==> src/rtl/hw_thread_scheduler.sv <==
// Coarse-grained multithreading controller: owns per-thread saved PCs and
// swaps the fetch PC to the next runnable thread on quantum expiry, yield or halt.
module hw_thread_scheduler #(
    parameter int          NUM_THREADS      = 2,
    parameter int          TID_W            = 2,
    parameter int          QUANTUM          = 1024,
    parameter logic [31:0] RESET_PC         = 32'h1eceb000,
    parameter logic [31:0] THREAD_PC_STRIDE = 32'h0000_1000
) (
    input  logic                   clk,
    input  logic                   rst,
    input  logic                   core_stall,
    input  logic                   yield_req,
    input  logic                   halt_req,
    input  logic                   mem_idle,
    input  logic [31:0]            resume_pc,
    output logic                   sched_hold,
    output logic                   swap_pc,
    output logic [31:0]            swap_target_pc,
    output logic [TID_W-1:0]       active_tid,
    output logic [NUM_THREADS-1:0] runnable,
    output logic                   all_halted
);

    localparam int SLOTS = 1 << TID_W;
    localparam int CNT_W = (QUANTUM > 1) ? $clog2(QUANTUM) : 1;
    localparam logic [CNT_W-1:0] QMAX = CNT_W'(QUANTUM - 1);

    localparam logic [1:0] ST_RUN    = 2'd0;
    localparam logic [1:0] ST_DRAIN  = 2'd1;
    localparam logic [1:0] ST_SWAP   = 2'd2;
    localparam logic [1:0] ST_HALTED = 2'd3;

    logic [1:0]       state;
    logic [TID_W-1:0] next_tid;
    logic [CNT_W-1:0] qcount;
    // Sized to the full tid space so any tid indexes it without range games.
    logic [31:0]      saved_pc [SLOTS];

    logic             quantum_hit;
    logic             trigger;
    logic             other_found;
    logic [TID_W-1:0] pick_tid;
    logic [SLOTS-1:0] runnable_ext;
    logic [NUM_THREADS-1:0] active_mask;

    assign quantum_hit  = !core_stall && (qcount == QMAX);
    assign trigger      = quantum_hit || yield_req || halt_req;
    assign runnable_ext = SLOTS'(runnable);
    assign active_mask  = NUM_THREADS'(1) << active_tid;

    assign sched_hold = (state != ST_RUN);
    assign swap_pc    = (state == ST_SWAP);
    assign all_halted = (state == ST_HALTED);

    // Round-robin scan starting just after the active thread, never picking it.
    always_comb begin
        // NOTE: every variable written here gets a default first, so no latch is inferred.
        other_found = 1'b0;
        pick_tid    = '0;
        for (int k = 1; k < NUM_THREADS; k++) begin
            int idx;
            idx = int'(active_tid) + k;
            if (idx >= NUM_THREADS) idx = idx - NUM_THREADS;
            if (!other_found && runnable_ext[TID_W'(idx)]) begin
                other_found = 1'b1;
                pick_tid    = TID_W'(idx);
            end
        end
    end

    // NOTE: state registers use non-blocking assignments so every flop samples pre-edge values.
    always_ff @(posedge clk) begin
        if (rst) begin
            state          <= ST_RUN;
            active_tid     <= '0;
            next_tid       <= '0;
            runnable       <= '1;
            qcount         <= '0;
            swap_target_pc <= '0;
            // NOTE: the saved-PC file is reset on purpose; each thread needs a defined start PC.
            for (int i = 0; i < SLOTS; i++) begin
                saved_pc[i] <= RESET_PC + 32'(i) * THREAD_PC_STRIDE;
            end
        end else begin
            case (state)
                ST_RUN: begin
                    if (trigger) begin
                        if (halt_req) runnable <= runnable & ~active_mask;
                        if (!other_found) begin
                            if (halt_req) state <= ST_HALTED;
                            else          qcount <= '0;
                        end else begin
                            next_tid <= pick_tid;
                            state    <= ST_DRAIN;
                        end
                    end else if (!core_stall) begin
                        qcount <= qcount + CNT_W'(1);
                    end
                end
                ST_DRAIN: begin
                    if (mem_idle) begin
                        saved_pc[active_tid] <= resume_pc;
                        swap_target_pc       <= saved_pc[next_tid];
                        state                <= ST_SWAP;
                    end
                end
                ST_SWAP: begin
                    active_tid <= next_tid;
                    qcount     <= '0;
                    state      <= ST_RUN;
                end
                ST_HALTED: begin
                    state <= ST_HALTED;
                end
                default: state <= ST_RUN;
            endcase
        end
    end

endmodule

==> config.mk <==
export PLATFORM = sky130hd
export DESIGN_NAME = hw_thread_scheduler
export DESIGN_NICKNAME = d
export VERILOG_FILES = /design/src/rtl/hw_thread_scheduler.sv
export SDC_FILE = /design/constraint.sdc
export NUM_CORES = 1
export LEC_CHECK = 0
export ABC_AREA = 0
export BUFFER_PORTS_ARGS = -buffer_cell sky130_fd_sc_hd__buf_4
export CORE_MARGIN = 2
export CORE_UTILIZATION = 45
export CTS_BUF_LIST = sky130_fd_sc_hd__clkbuf_4 sky130_fd_sc_hd__clkbuf_8
export CTS_CLUSTER_DIAMETER = 100
export DETAILED_ROUTE_END_ITERATION = 12
export SYNTH_ARGS = -nofsm -noshare
export SYNTH_HDL_FRONTEND = slang
export SYNTH_SLANG_ARGS = --single-unit
==> constraint.sdc <==
create_clock -name clk -period 4.9 [get_ports clk]
set_input_delay 0 -clock clk [delete_from_list [all_inputs] [get_ports clk]]
set_output_delay 0 -clock clk [all_outputs]
set_load 0.01 [all_outputs]
Yosys cells after proc, flatten, opt, wreduce, memory -nomap -nowiden
Memory sizes are Yosys's and may differ from the RTL's. A register that Yosys moved wholly into a read port is not among the register bits. Cells that the tools add are included.

Add/subtract/negate cells: 3. Order comparisons: 2. Eq/ne operators: 10. Shift operators: 1. Muxes and demuxes: 25. Bitwise logic cells: 2. Reductions and logical operators: 13.

Operator list (count): 10-bit 2-to-1 mux (4); 32-bit 2-to-1 mux (1); 32-bit OR reduction (1); 10-bit one-hot mux with 2 select lines (1); 2-bit 2-to-1 mux (7); 3-bit inequality test (second input constant) (4); 10-bit by 1-bit adder with 10-bit output (second input constant) (1); 10-bit == test (second input constant) (1); 1-bit 2-to-1 mux (10); 3-bit AND reduction (3); 2-bit one-hot mux with 4 select lines (1); 2-bit == test (second input constant) (2); 2-bit by 4-bit < comparator with 1-bit output (second input constant) (1); 2-bit inequality test (second input constant) (2); 4-bit AND reduction (1); 2-bit nonzero test (2); 2-bit by 1-bit adder with 3-bit output (second input constant) (1); 3-bit by 2-bit >= comparator with 1-bit output (second input constant) (1); 2-bit AND (1); 1-bit binary-select mux with 2-bit select (1); 2-bit by 1-bit == test with 1-bit output (second input constant) (1); 2-bit logical NOT (1); 1-bit logical OR (2); 2-bit NOT (1); other kinds (5) (5).

Bits in registers: 18. Memory bits (writable): 128. Bits of input ports: 38. Output and inout port bits: 39. Logic and storage cells: 62. Memories kept: 1.

Memory list: saved_pc (depth 4, bits a word 32, read ports 1, clocked after memory_dff 1, write ports 4, line 38) `logic [31:0] saved_pc [SLOTS];`.

Logic depth before layout (Yosys ltp)
Gate-level depths: netlist (run 1).

Word-level depth: 10. Gate-level depth with buffers: 8. Gate-level depth less buffers: 7.

Worst setup path after synthesis (run 1)
Ideal clock, no wire load.

Kind: reg2reg. From: reg active_tid[0]. To: mem saved_pc[0][0] (enable). Library setup time: 428 ps. Data arrival time: 2463 ps. Data required time: 4472 ps. Setup slack: 2009 ps. Stages on the path, launching flop included: 4. Buffers on the path: 1. Period minus slack after synthesis: 2891 ps. Cell sequence: dfxtp_1 -> or2_2 -> clkbuf_1 -> o21bai_1.

RTL lines: start: declaration (line 20) `output logic [TID_W-1:0] active_tid,`; start signal: assignment (line 109) `active_tid <= next_tid;`; end: declaration (line 38).

==> results of run 1 <==
[cell families (layout without fill, tap and decap cells)]
logic type,after synthesis,count (layout),synth area share [%]
mux,36,36,10.28
buf+inv,62,180,3.208
simple gates,199,199,13.66
flops,178,178,65.38
compound gates,54,54,6.619
fa+ha+maj,5,5,0.8443
[cells in the final DEF (no fill, tap or decap), drive strengths merged, types with 21 or more instances in the layout]
master,count
dlygate4sd3,36
dfxtp,50
nor2,59
and2,21
a22o,35
inv,35
nand3,21
nand2,48
buf,80
edfxtp,128
mux4,32
[cell usage after synthesis, types with 3 or more instances]
cell type | instances | area, um2
nand2_1 | 48 | 180.2
a21o_1 | 3 | 22.52
or3_1 | 7 | 43.79
nor2_1 | 59 | 221.5
edfxtp_1 | 128 | 3844
inv_1 | 32 | 120.1
mux4_2 | 32 | 720.7
nor3b_1 | 3 | 22.52
nand2b_1 | 14 | 87.58
clkbuf_1 | 25 | 93.84
nor3_1 | 4 | 20.02
a22o_1 | 35 | 306.5
and3_1 | 3 | 18.77
nand3_1 | 20 | 100.1
nor2b_1 | 3 | 18.77
buf_2 | 4 | 20.02
and2_1 | 21 | 131.4
dfxtp_1 | 50 | 1001
or2_2 | 3 | 18.77
mux2i_1 | 3 | 30.03
ha_1 | 5 | 62.56
[layer usage]
metal / wire length [um] / global-route usage (%) / up-vias
met3: 665 / 3.576 / 18
met2: 7737 / 30.66 / 124
met1: 7119 / 25.23 / 2274
met5: 0 / 0 / -
met4: 207 / 5.675 / 0
li1: - / - / 2170
[final timing paths]
kind,start,to,slack [ns],cells after the start
worst max register to register,state[1],saved_pc[2][10],1.95,6
worst max-delay path,state[1],saved_pc[2][10],1.95,6
worst min-delay path,core_stall,qcount[8],0.05,5
worst min register to register,swap_target_pc[11],swap_target_pc[11],0.49,1
[flip-flops by register name, indices dropped and copies added, names as in the netlist]
signal          count
saved_pc          128
qcount             10
active_tid          2
runnable            2
next_tid            2
state               2
swap_target_pc     32
[critical path, cell delays in order, from the launching register on]
cell	delay, ns
dfxtp_1	0.34
inv_1	0.08
ha_1	0.29
nand2_1	0.27
or2_1	0.52
nor3b_4	0.27
or2_2	0.77
[stage by stage]
stage                     hold WS (ns)  util, %  cell area, um2  cells
after floorplan                 0.1778        -            7410    534
after global placement          0.2744    51.34            8214    800
after detailed placement        0.2756    51.34            8214    800
after CTS                      0.01031    56.19            8991    868
after global routing           0.05635    56.19            8991    868
final                          0.05215    56.19            8991    868
[power groups by stage]
stage | combinational [mW] | sequential, mW | clock (mW)
floorplan | 0.463 | 1.85 | 0
global placement | 0.703 | 1.85 | 0
detailed placement | 0.712 | 1.86 | 0
CTS | 0.738 | 1.82 | 1.08
global route | 0.790 | 1.84 | 1.13
finish | 0.725 | 1.82 | 1.06
[area by class of cell]
class                   count  area [um2]  area share, %
clock buffers              17       234.0          2.602
inverters                  32       120.1          1.336
clock inverters            15       182.7          2.032
flip-flops and latches    178        4847          53.91
repair buffers            116       960.9          10.69
well taps                 216       270.3          3.006
multi-input cells         294        2376          26.43
==> reports/qor.yml, run 1 <==
logic_synthesis:
  syn_inst: 534
  ys_seq_area_share_pct: 65.38
  synth_warnings: 0
  synth_ff_type: "edfxtp_1"
  syn_nets: 577
  ys_ff_latch: 178
  synth-edff-count: 128
  async_reset_ff_share_pct: 0
  synth_area_mm2: 0.007410
  ys_types: 49
  synth.avg_cell_area_um2: 13.88
cts:
  clockBufferDepth: 2
  root_buffer: "clkbuf_8"
  cts.hold.buffers_added: 36
  h-tree-depth: 4
  cts_resized: 0
  cts.sinks: 178
  cts_tree: "built"
  clk_pin_slew_worst_paths_ns: 0.09
  postCtsSetupBuffers: 0
  insertion_delay_ns: 0.46
  cts_inserted_buffers: 17
worst_setup_path:
  path_class: "reg -> reg"
  setup.worst_path.start_class: "register"
  path_max_fanout: 32
  crit_path_end_kind: "register"
  crit_required_ns: 4.98
  crit_arrival_ns: 3.03
place:
  io_buffers: 76
  hpwl_um: 9240
  gp_congestion: 0.7859
  post-place-ws_ns: 1.918
detailed_routing:
  vias: 4586
  drt-initial-drc-count: 382
  avgRoutedWirePerCell_um: 18.12
  drtPass1Iterations: 5
  drt-total-wl_um: 15730
  viasPerCell: 5.283
  ant_nets: 0
  drc: 0
global_route:
  grt_pass1_vias: 4701
  grt.overflow.total: 0
  grt_usage_pct: 18.62
  grt_pass1_wl_um: 24810
  antenna_found_initial: 0
  grt_start_max_net_pins: 46
power_and_ir_drop:
  intPower_mw: 2.598
  total_leakage_power_nw: 3.278
  peakVddDrop_mv: 0.1906
  swShare_pct: 27.90
  power_mw: 3.604
  p_sw_mw: 1.005
  power_frac_clock_pct: 29.3
  p_seq_share_pct: 50.5
  pwr-share-comb_pct: 20.1
  p_per_area_mw_per_mm2: 400.8
floorplanning:
  pin_count: 77
  coreArea_mm2: 0.01600
  fp.dieArea_mm2: 0.01751
  die_h_um: 132.3
  fp.dieW_um: 132.3
  rows: 46
  initial_core_util_pct: 46.31
timing:
  rsz0062_at_grt: "false"
  fin_ws_ns: 1.954
  skew_ns: 0.01322
  hold_viol_final: 0
  max-slew-margin-rel_pct: 15.21
  fin_crit_sh_pct: 60.13
  fmax_ghz: 0.3394
  tightest_slew_ns: 1.269
  setup_viol: 0
  final.min_clock_period_ns: 2.946
  fin_tns_setup_ns: 0
  drv_slew: 0
cells_and_area:
  layout-drive-gt1-share_pct: 25.31
  fill_cells: 1345
  fin_nets: 682
  areaGrowthSynthToFinish_pct: 21.34
  antenna_cells: 0
status:
  status: "completed"
job:
  maxCapViolCount: 0
min_path:
  hp-class: "in -> reg"
Note: power is estimated with default switching activity, not from simulation.
==> inputs of run 2 (changes only) <==
- clock period: 4.9 -> 3.1 ns (I/O delays scaled with it)
==> reports/qor.yml, run 2 (synthesized netlist as in run 1, its figures left out) <==
floorplanning:
  pin_count: 77  # unchanged
  fp.dieW_um: 132.3  # unchanged
  initial_core_util_pct: 46.31  # unchanged
  die_h_um: 132.3  # unchanged
  coreArea_mm2: 0.01600  # unchanged
  fp.dieArea_mm2: 0.01751  # unchanged
  rows: 46  # unchanged
timing:
  rsz0062_at_grt: "false"  # unchanged
  tightest_slew_ns: 1.084  # was 1.269 ns
  fin_crit_sh_pct: 82.91  # was 60.13%
  fin_tns_setup_ns: 0  # unchanged
  hold_viol_final: 0  # unchanged
  fmax_ghz: 0.3891  # was 0.3394 GHz
  setup_viol: 0  # unchanged
  skew_ns: 0.01367  # was 0.01322 ns
  max-slew-margin-rel_pct: 27.48  # was 15.21%
  final.min_clock_period_ns: 2.570  # was 2.946 ns
  drv_slew: 0  # unchanged
power_and_ir_drop:
  p_per_area_mw_per_mm2: 627.8  # was 400.8 mW/mm2
  peakVddDrop_mv: 0.3735  # was 0.1906 mV
  total_leakage_power_nw: 3.312  # was 3.278 nW
  power_mw: 5.683  # was 3.604 mW
min_path:
  hp-class: "in -> reg"  # unchanged
  whs_endpoint: "qcount[8]"  # unchanged
  hold_depth: 5  # unchanged
  hp-start: "core_stall"  # unchanged
place:
  gp_congestion: 0.7726  # was 0.7859
  io_buffers: 76  # unchanged
  hpwl_um: 9788  # was 9240 um
cells_and_area:
  largestRegisters: "saved_pc x128, swap_target_pc x32, qcount x10"  # unchanged
  antenna_cells: 0  # unchanged
  largest_reg_flops: 128  # unchanged
  layout_common_cells: "128 x edfxtp_1, 85 x buf_4, 58 x nor2_1"  # was 128 x edfxtp_1, 80 x buf_4, 58 x nor2_1
  layout-drive-gt1-share_pct: 25.49  # was 25.31%
  max_flop_register: "saved_pc"  # unchanged
  fill_cells: 1377  # was 1345
  areaGrowthSynthToFinish_pct: 22.15  # was 21.34%
  final_common_cell: "edfxtp_1"  # unchanged
  fin_util_pct: 56.57  # was 56.19%
  fin_nets: 689  # was 682
global_route:
  grt.overflow.total: 0  # unchanged
  grt_start_max_net_pins: 49  # was 46
  grt_usage_pct: 18.99  # was 18.62%
  antenna_found_initial: 0  # unchanged
  grt_pass1_wl_um: 25270  # was 24810 um
  grt_pass1_vias: 4748  # was 4701
cts:
  cts.sinks: 178  # unchanged
  clk_pin_slew_worst_paths_ns: 0.09  # about the same
  clockBufferDepth: 2  # unchanged
  cts_tree: "built"  # unchanged
  insertion_delay_ns: 0.46  # about the same
  cts_inserted_buffers: 17  # unchanged
  root_buffer: "clkbuf_8"  # unchanged
  h-tree-depth: 4  # unchanged
  postCtsSetupBuffers: 0  # unchanged
detailed_routing:
  drc: 0  # unchanged
  viasPerCell: 5.312  # was 5.283
  drt-initial-drc-count: 280  # was 382
  drt-total-wl_um: 16060  # was 15730 um
  drtPass1Iterations: 5  # unchanged
  ant_nets: 0  # unchanged
  avgRoutedWirePerCell_um: 18.36  # was 18.12 um
  vias: 4648  # was 4586
worst_setup_path:
  crit_arrival_ns: 2.71  # was 3.03 ns
  reg2reg_to: "saved_pc[2][19]"  # was saved_pc[2][10]
  crit_required_ns: 3.24  # was 4.98 ns
  path_class: "reg -> reg"  # unchanged
  setup.worst_path.start_class: "register"  # unchanged
  crit_path_end_kind: "register"  # unchanged
  r2r_setup_slack_ns: 0.53  # was 1.95 ns
  path_max_fanout: 18  # was 32
  reg2reg_from: "state[1]"  # unchanged
  reg2regPathDepth: 7  # was 6
status:
  status: "completed"  # unchanged
job:
  maxCapViolCount: 0  # unchanged
[run 2: cell types whose count changed in the layout (fill, tap and decap cells not counted)]
cell and change:
buf_4 +5, clkinv_1 +4, buf_12 +2, clkinv_2 -1, clkinv_4 -1, clkinvlp_4 -1
inv_8 -1
[run 2: how the worst max path moves through the flow]
stage                       start               to  slack (ns)  depth (start not counted)
floorplan           active_tid[0]   saved_pc[0][0]        0.21                          3
global placement         state[1]   saved_pc[2][5]        0.63                          7
detailed placement       state[1]   saved_pc[2][5]        0.55                          7
CTS                      state[1]  saved_pc[2][19]        0.53                          7
global route             state[1]  saved_pc[2][19]        0.33                          7
finish                   state[1]  saved_pc[2][19]        0.53                          7
[run 2: worst max-delay path: stages, from the launching register on]
cell and delay [ns]:
dfxtp_1 0.35, inv_1 0.09, ha_1 0.29, nand2_1 0.28, or2_1 0.54, nor3b_4 0.27
or2_2 0.14, buf_4 0.27
[run 2: final cells by class]
type | instances | area, um2 | area share, %
sequential | 178 | 4847 | 53.55
inverter | 32 | 120.1 | 1.327
clock inverter | 15 | 165.2 | 1.825
timing repair buffer | 123 | 1039 | 11.47
clock buffer | 17 | 234.0 | 2.585
tap | 216 | 270.3 | 2.986
multi-input combinational | 294 | 2376 | 26.25
[run 2: per-stage QoR]
| step | cell area [um2] | std cells | hold slack, ns | setup WS, ns |
|---|---|---|---|---|
| finish | 9051 | 875 | 0.04763 | 0.5298 |
| global route | 9051 | 875 | 0.04919 | 0.3307 |
| CTS | 9051 | 875 | 0.02557 | 0.5334 |
| detailed placement | 8292 | 807 | 0.2855 | 0.5541 |
| global placement | 8292 | 807 | 0.2783 | 0.6262 |
| floorplan | 7410 | 534 | 0.1778 | 0.2088 |
[run 2: per-layer routing]
layer | vias to the layer above | global-route usage [%] | share of wire (%)
met1 | 2324 | 25.03 | 45
met5 | - | 0 | 0
met4 | 0 | 4.659 | 0.84
li1 | 2183 | - | -
met3 | 12 | 5.805 | 5.9
met2 | 129 | 30.97 | 49
[run 2: power by group]
| group | internal, mW | leakage [nW] | total [mW] | switching, mW |
|---|---|---|---|---|
| registers | 2.76 | 1.57 | 2.85 | 0.0875 |
| clock network | 0.789 | 0.196 | 1.62 | 0.826 |
| logic | 0.564 | 1.54 | 1.22 | 0.655 |
| total | 4.11 | 3.31 | 5.68 | 1.57 |
[run 2: timing repair]
item,in CTS,in global routing
hold buffers,36,0
gates resized for setup,0,0
hold endpoints to repair,139,0
==> inputs of run 3 (changes only) <==
- PLACE_DENSITY: default -> 0.66
- clock period: 3.1 -> 2.31 ns (I/O delays scaled with it)
==> reports/qor.yml, run 3 (synthesized netlist as in run 1, its figures left out) <==
floorplanning:
  fp.dieW_um: 132.3  # unchanged
  rows: 46  # unchanged
  fp.dieArea_mm2: 0.01751  # unchanged
  coreArea_mm2: 0.01600  # unchanged
  initial_core_util_pct: 46.31  # unchanged
  pin_count: 77  # unchanged
  die_h_um: 132.3  # unchanged
global_route:
  grt.overflow.total: 0  # unchanged
  antenna_found_initial: 0  # unchanged
  grt_pass1_vias: 4839  # was 4748
  grt_start_max_net_pins: 40  # was 49
  grt_pass1_wl_um: 25460  # was 25270 um
  grt_usage_pct: 19.04  # was 18.99%
detailed_routing:
  drt-met1-wl_um: 6957  # was 7183 um
  drtPass1Iterations: 4  # was 5
  met2WireLength_um: 8188  # was 7795 um
  viasPerCell: 5.310  # was 5.312
  top_layer: "met4"  # unchanged
  avgRoutedWirePerCell_um: 18.18  # was 18.36 um
  wl_met3_um: 857  # was 950 um
  drt-initial-drc-count: 300  # was 280
  vias: 4710  # was 4648
  drt-total-wl_um: 16130  # was 16060 um
  drc: 0  # unchanged
  ant_nets: 0  # unchanged
worst_setup_path:
  path_class: "reg -> reg"  # unchanged
  crit_arrival_ns: 2.34  # was 2.71 ns
  reg2reg_from: "state[1]"  # unchanged
  setup.worst_path.start_class: "register"  # unchanged
  crit_required_ns: 2.47  # was 3.24 ns
  crit_path_start: "state[1]"  # unchanged
  crit_path_end_kind: "register"  # unchanged
  path_max_fanout: 16  # was 18
timing:
  fin_ws_ns: 0.1302  # was 0.5298 ns
  fin_tns_setup_ns: 0  # unchanged
  skew_ns: 0.01120  # was 0.01367 ns
  final.min_clock_period_ns: 2.180  # was 2.570 ns
  setup_viol: 0  # unchanged
  hold_viol_final: 0  # unchanged
  fmax_ghz: 0.4588  # was 0.3891 GHz
  drv_slew: 0  # unchanged
  rsz0062_at_grt: "false"  # unchanged
  tightest_slew_ns: 0.9089  # was 1.084 ns
  fin_crit_sh_pct: 94.37  # was 82.91%
  max-slew-margin-rel_pct: 39.41  # was 27.48%
cts:
  insertion_delay_ns: 0.46  # about the same
  cts_inserted_buffers: 17  # unchanged
  root_buffer: "clkbuf_8"  # unchanged
  clk_pin_slew_worst_paths_ns: 0.10  # was 0.09 ns
  clockBufferDepth: 2  # unchanged
  h-tree-depth: 4  # unchanged
  cts.sinks: 178  # unchanged
  cts_tree: "built"  # unchanged
place:
  io_buffers: 76  # unchanged
  hpwl_um: 10070  # was 9788 um
  placedCellCount: 816  # was 807
  gp_congestion: 0.7488  # was 0.7726
  post-place-ws_ns: 0.1211  # was 0.5541 ns
min_path:
  hp-class: "in -> reg"  # unchanged
  hp-start: "core_stall"  # unchanged
power_and_ir_drop:
  p_per_area_mw_per_mm2: 853.8  # was 627.8 mW/mm2
  power_mw: 7.884  # was 5.683 mW
  swShare_pct: 27.27  # was 27.61%
  p_sw_mw: 2.150  # was 1.569 mW
  total_leakage_power_nw: 3.402  # was 3.312 nW
  power_frac_clock_pct: 29.7  # was 28.4%
  pwr-share-comb_pct: 21.6  # was 21.4%
  peakVddDrop_mv: 0.4056  # was 0.3735 mV
  intPower_mw: 5.734  # was 4.114 mW
  p_seq_share_pct: 48.7  # was 50.1%
job:
  maxCapViolCount: 0  # unchanged
cells_and_area:
  multi_input_comb_area_mm2: 0.002395  # was 0.002376 mm2
  fill_cells: 1302  # was 1377
  layout-drive-gt1-share_pct: 27.57  # was 25.49%
  fin_cells: 887  # was 875
  largest_reg_flops: 128  # unchanged
  layout_common_cells: "128 x edfxtp_1, 93 x buf_4, 58 x nor2_1"  # was 128 x edfxtp_1, 85 x buf_4, 58 x nor2_1
  fin_util_pct: 57.71  # was 56.57%
  antenna_cells: 0  # unchanged
  final_common_cell: "edfxtp_1"  # unchanged
  final-seq-area_mm2: 0.004847  # unchanged
  max_flop_register: "saved_pc"  # unchanged
  largestRegisters: "saved_pc x128, swap_target_pc x32, qcount x10"  # unchanged
  areaGrowthSynthToFinish_pct: 24.62  # was 22.15%
  fin_nets: 701  # was 689
status:
  status: "completed"  # unchanged
## run 3: area by class of cell
class | instances | share of cell area [%]
Clock inverter | 14 | 2.182
Inverter | 32 | 1.301
Timing Repair Buffer | 134 | 12.55
Tap cell | 216 | 2.927
Multi-Input combinational cell | 295 | 25.93
Sequential cell | 178 | 52.49
Clock buffer | 18 | 2.615
## run 3: metrics by stage
step	instance area [um2]	hold WS (ns)
after floorplan	7421	0.1778
after global placement	8399	0.2735
after detailed placement	8399	0.2752
after CTS	9203	0.03497
after global routing	9234	0.06029
final	9234	0.06969
## run 3: routing by layer
layer,track usage [%],vias to the layer above
met4,6.631,0
met1,24.84,2333
met2,31.64,142
li1,-,2222
met3,4.191,13
met5,0,-
## run 3: critical path, stage by stage (launching register included)
cell and delay [ns]:
dfxtp_1 0.35, inv_1 0.08, ha_1 0.18, nand2_2 0.13, buf_4 0.19, or2_1 0.26, nor3b_4 0.22, or2_4 0.27
buf_12 0.19
## run 3: final timing paths
kind	endpoint	slack, ns	cells after the start
max reg2reg	saved_pc[2][16]	0.13	8
min	qcount[8]	0.07	5
max	saved_pc[2][16]	0.13	8
min reg2reg	swap_target_pc[7]	0.48	1
## run 3: repair_timing
| item | in CTS | in global routing |
|---|---|---|
| buffers inserted | 0 | 2 |
| hold endpoints to repair | 138 | 0 |
| endpoints found under the setup margin | 0 | 21 |
| hold buffers | 36 | 0 |
| gates resized for setup | 0 | 2 |
## run 3: power by group through the flow
stage / registers (mW) / clock network [mW] / logic, mW
final: 3.84 / 2.34 / 1.70
after detailed placement: 3.91 / 0 / 1.67
after floorplan: 3.91 / 0 / 0.986
after global routing: 3.87 / 2.50 / 1.86
after global placement: 3.90 / 0 / 1.64
after CTS: 3.84 / 2.38 / 1.73
